===== config.mk =====
export PLATFORM = sky130hd
export DESIGN_NAME = mem_port_arbiter
export DESIGN_NICKNAME = d
export VERILOG_FILES = /design/src/rtl/mem_port_arbiter.sv
export SDC_FILE = /design/constraint.sdc
export NUM_CORES = 1
export LEC_CHECK = 0
export BUFFER_PORTS_ARGS = -buffer_cell sky130_fd_sc_hd__clkbuf_2
export CORE_MARGIN = 4
export CORE_UTILIZATION = 45
export DETAILED_ROUTE_END_ITERATION = 10
export PLACE_DENSITY = 0.82
export SETUP_SLACK_MARGIN = 0.4
export SKIP_CTS_REPAIR_TIMING = 1
export SYNTH_ARGS = -nofsm -noshare
export SYNTH_HDL_FRONTEND = slang
export SYNTH_SLANG_ARGS = --single-unit

===== constraint.sdc =====
create_clock -name clk -period 2.32 [get_ports clk]
set_input_delay 0.464 -clock clk [delete_from_list [all_inputs] [get_ports clk]]
set_output_delay 0.464 -clock clk [all_outputs]
set_load 0.01 [all_outputs]

===== src/rtl/mem_port_arbiter.sv =====
// Arbiter sharing one single-port memory between instruction fetch and the
// data stage. Data requests win unless the fetch side has been passed over
// STARVE_LIMIT times in a row; a BUSY state that sees no ramAck within
// TIMEOUT cycles is aborted with a poison word and a sticky error flag.
module mem_port_arbiter #(
  parameter int unsigned STARVE_LIMIT = 4,
  parameter int unsigned TIMEOUT      = 15
) (
  input  logic        clk,
  input  logic        rst,
  input  logic        ifReq,
  input  logic [31:0] ifAddr,
  output logic [31:0] ifRdata,
  output logic        ifReady,
  input  logic        memRead,
  input  logic        memWrite,
  input  logic [31:0] memAddr,
  input  logic [31:0] memWdata,
  output logic [31:0] memRdata,
  output logic        memReady,
  output logic        ramReq,
  output logic        ramWe,
  output logic [31:0] ramAddr,
  output logic [31:0] ramWdata,
  input  logic [31:0] ramRdata,
  input  logic        ramAck,
  output logic        stallIF,
  output logic        stallPipe,
  output logic        err
);

  localparam int unsigned SW = ($clog2(STARVE_LIMIT + 1) > 3) ? $clog2(STARVE_LIMIT + 1) : 3;
  localparam int unsigned TW = ($clog2(TIMEOUT + 1) > 1) ? $clog2(TIMEOUT + 1) : 1;
  localparam logic [SW-1:0] STARVE_MAX = SW'(STARVE_LIMIT);
  localparam logic [TW-1:0] TMO_LAST   = TW'(TIMEOUT - 1);
  localparam logic [31:0]   ABORT_DATA = 32'hDEAD_BEEF;

  typedef enum logic [1:0] {
    IDLE,
    IF_BUSY,
    MEM_BUSY,
    DONE
  } state_t;

  state_t        state;
  logic [SW-1:0] starve_cnt;
  logic [TW-1:0] tmo_cnt;
  logic          data_req;

  assign data_req  = memRead | memWrite;
  assign stallIF   = ifReq & ~ifReady;
  assign stallPipe = data_req & ~memReady;

  // Arbitration FSM; every memory-side and completion output is registered here.
  always_ff @(posedge clk) begin
    if (rst) begin
      state      <= IDLE;
      starve_cnt <= '0;
      tmo_cnt    <= '0;
      ramReq     <= 1'b0;
      ramWe      <= 1'b0;
      ramAddr    <= '0;
      ramWdata   <= '0;
      ifRdata    <= '0;
      memRdata   <= '0;
      ifReady    <= 1'b0;
      memReady   <= 1'b0;
      err        <= 1'b0;
    end else begin
      case (state)
        IDLE: begin
          tmo_cnt <= '0;
          if (data_req && ((starve_cnt < STARVE_MAX) || !ifReq)) begin
            state    <= MEM_BUSY;
            ramReq   <= 1'b1;
            ramWe    <= memWrite;
            ramAddr  <= memAddr;
            ramWdata <= memWdata;
            // With ifReq high this branch implies starve_cnt < STARVE_MAX,
            // so the increment can never pass the saturation value.
            starve_cnt <= ifReq ? starve_cnt + 1'b1 : '0;
          end else if (ifReq) begin
            state      <= IF_BUSY;
            ramReq     <= 1'b1;
            ramWe      <= 1'b0;
            ramAddr    <= ifAddr;
            ramWdata   <= '0;
            starve_cnt <= '0;
          end
        end
        IF_BUSY, MEM_BUSY: begin
          // tmo_cnt holds the number of ack-less cycles already spent, so the
          // TIMEOUT-th ack-less cycle is the one where it equals TIMEOUT-1.
          if (ramAck || (tmo_cnt == TMO_LAST)) begin
            state  <= DONE;
            ramReq <= 1'b0;
            ramWe  <= 1'b0;
            if (state == IF_BUSY) begin
              ifRdata <= ramAck ? ramRdata : ABORT_DATA;
              ifReady <= 1'b1;
            end else begin
              memRdata <= ramAck ? ramRdata : ABORT_DATA;
              memReady <= 1'b1;
            end
            if (!ramAck) begin
              err <= 1'b1;
            end
          end
          if (!ramAck) begin
            tmo_cnt <= tmo_cnt + 1'b1;
          end
        end
        DONE: begin
          ifReady  <= 1'b0;
          memReady <= 1'b0;
          state    <= IDLE;
        end
        default: begin
          state <= IDLE;
        end
      endcase
    end
  end

endmodule

==> reports/metrics.yaml <==
ys_seq_area_share_pct: 51.5
power_density_nw_per_um2: 1250
slew_headroom_pct: 62.6
worst_slew_pin_slew_ps: 558
path_max_fanout: 9
synthCells: 608
antenna_found_initial: 0
drt-initial-drc-count: 249
setup_violations: 0
ctsLongestPathBuffers: 2
nNetsFinal: 1007
arrival_ps: 2160
cts_buffers: 17
hold_path_class: "input port to flip-flop"
cap_violations: 0
h-tree-depth: 4
dp_slack_ps: 338
drc: 0
initial_utilization_pct: 46.0
yosysMostFrequentCell: "nor2_1"
track_usage_pct: 21.6
numPortBuffers: 268
die_h_um: 119
leakage_nw: 3.69
tns_ps: 0
ant_nets: 0
synth_top_area_share_pct: 51.5
grt_pass1_wl_um: 25000
yosysTopAreaCell: "dfxtp_1"
avgSynthCellArea_sq_um: 9.08
via_count: 5362
tritoncts: "done"
layout_min_cycle_time_ps: 1840
dr.pass1.iters: 5
grt_setup_unrepaired: "no"
antenna_cells: 0
drt-total-wl_um: 15900
hold_start: "memWdata[14]"
fin_worst_skew_ps: 8.12
total_power_mw: 9.60
cp-start-kind: "flip-flop"
io_pins: 269
syn_to_final_growth_pct: 39.3
vias_per_cell: 5.23
timing.rr.start: "state[0]"
insertion_delay_ps: 410
synth_edf_count: 0
clock-sinks: 142
crit_required_ps: 2640
synth_commonest_cells: "188 x nor2_1, 142 x dfxtp_1, 47 x nor3_1"
dieArea_sq_um: 14100
layout-drive-gt1-share_pct: 39.1
setup_ws_ps: 482
synth_flop_cell: "dfxtp_1"
ir_drop_uv: 634
synth-seq-cells: 142
die_w_um: 119
place_congestion: 0.847
avgRoutedWirePerCell_um: 15.5
cts_root_buf: "clkbuf_16"
worstSetupPathType: "flip-flop to flip-flop"
max_freq_mhz: 544
synthArstFlopShare_pct: 0
cp-end-kind: "flip-flop"
dp_hpwl_um: 11300
fin_crit_sh_pct: 79.2
synth_area_sq_um: 5520
grt_overflow_total: 0
cp-startpoint: "state[0]"
status: "finished clean"
synthTopCellsByArea: "dfxtp_1 51%, nor2_1 13%, a22oi_1 6.3%"
synth_cell_types: 44
grt_max_degree: 66
path_clk_slew_ps: 60
yosysWarnings: 0
hold_violations: 0
drv_slew: 0
coreArea_sq_um: 12000
first_global_vias: 5063
synth_nets: 749
rows: 40
==> placed cells by master, fill, tap and decap left out, types with 2 or more instances in the layout <==
cell and n:
ha_1 5, a22oi_1 46, nor3_1 47, clkbuf_2 267
a211oi_1 24, clkbuf_1 2, bufinv_16 3, clkbuf_16 19
nor2b_1 3, buf_4 8, a31oi_1 2, clkinvlp_4 3
mux2i_1 32, clkinv_2 4, or2_2 2, buf_12 7
dfxtp_1 141, a32oi_1 2, nand2_1 10, nand3_1 3
nor2_1 188, a311oi_1 5, inv_1 4, nand2b_1 2
a21oi_1 7, a211oi_2 13
==> per-layer routing <==
| layer | part of all wire [%] | up-vias | GRT usage, % |
|---|---|---|---|
| met5 | 0 | - | 0 |
| met4 | 1.8 | 0 | 7.46 |
| met3 | 8.1 | 23 | 7.13 |
| met2 | 49 | 232 | 37.0 |
| met1 | 42 | 2471 | 25.4 |
| li1 | - | 2636 | - |
==> kinds of logic (layout without fill, tap and decap cells) <==
family,after synthesis,count (layout),synth area share (%)
multiplexers,32,32,5.80
adder cells (fa/ha/maj),7,7,1.59
flip-flops,142,142,51.5
buffers and inverters,51,321,4.58
AO/OA/AOI/OAI,109,109,16.0
AND/OR/NAND/NOR,267,267,20.6
==> critical path, cell delays in order, from the launching register on <==
cell,delay [ps]
dfxtp_1,380
inv_1,110
ha_4,310
buf_4,160
inv_2,70
nor3_4,180
buf_4,150
buf_12,110
nor2_1,40
a311oi_1,220
==> registers in the layout, indices dropped and copies added (netlist names) <==
| register | flops |
|---|---|
| state | 2 |
| tmo_cnt | 4 |
| ramReq | 1 |
| ramAddr | 32 |
| ramWe | 1 |
| memReady | 1 |
| err | 1 |
| ifRdata | 32 |
| memRdata | 32 |
| starve_cnt | 3 |
| ramWdata | 32 |
| ifReady | 1 |
==> worst paths after layout <==
path                  endpoint  cells past startpoint  slack, ps
setup / recovery      memReady                      9        480
hold / removal    ramWdata[14]                      3        280
setup reg to reg      memReady                      9        480
hold reg to reg    ifRdata[29]                      2        470
==> power by group <==
group,internal [mW],total (mW),switching [mW]
Sequential,3.05,3.39,0.339
Clock,1.71,2.71,1.00
Combinational,1.46,3.51,2.04
Total,6.22,9.60,3.39
==> stage by stage <==
stage | utilization (%) | hold slack, ps | instance area (sq um) | instances
4_1_cts | 63.1 | 276 | 7580 | 1021
6_report | 64.0 | 284 | 7690 | 1025
3_5_place_dp | 58.2 | 462 | 6990 | 990
5_1_grt | 64.0 | 299 | 7690 | 1025
2_1_floorplan | - | 444 | 5520 | 608
3_3_place_gp | 58.2 | 450 | 6990 | 990
==> area by class of cell <==
cell class | count | area (sq um)
fillers | 1018 | 4320
flip-flops and latches | 142 | 2840
multi-input cells | 415 | 2450
repair buffers | 285 | 1600
clock buffers | 20 | 447
well taps | 147 | 184
clock inverters | 11 | 141
inverters | 5 | 18.8
Note: power is estimated with default switching activity, not from simulation.
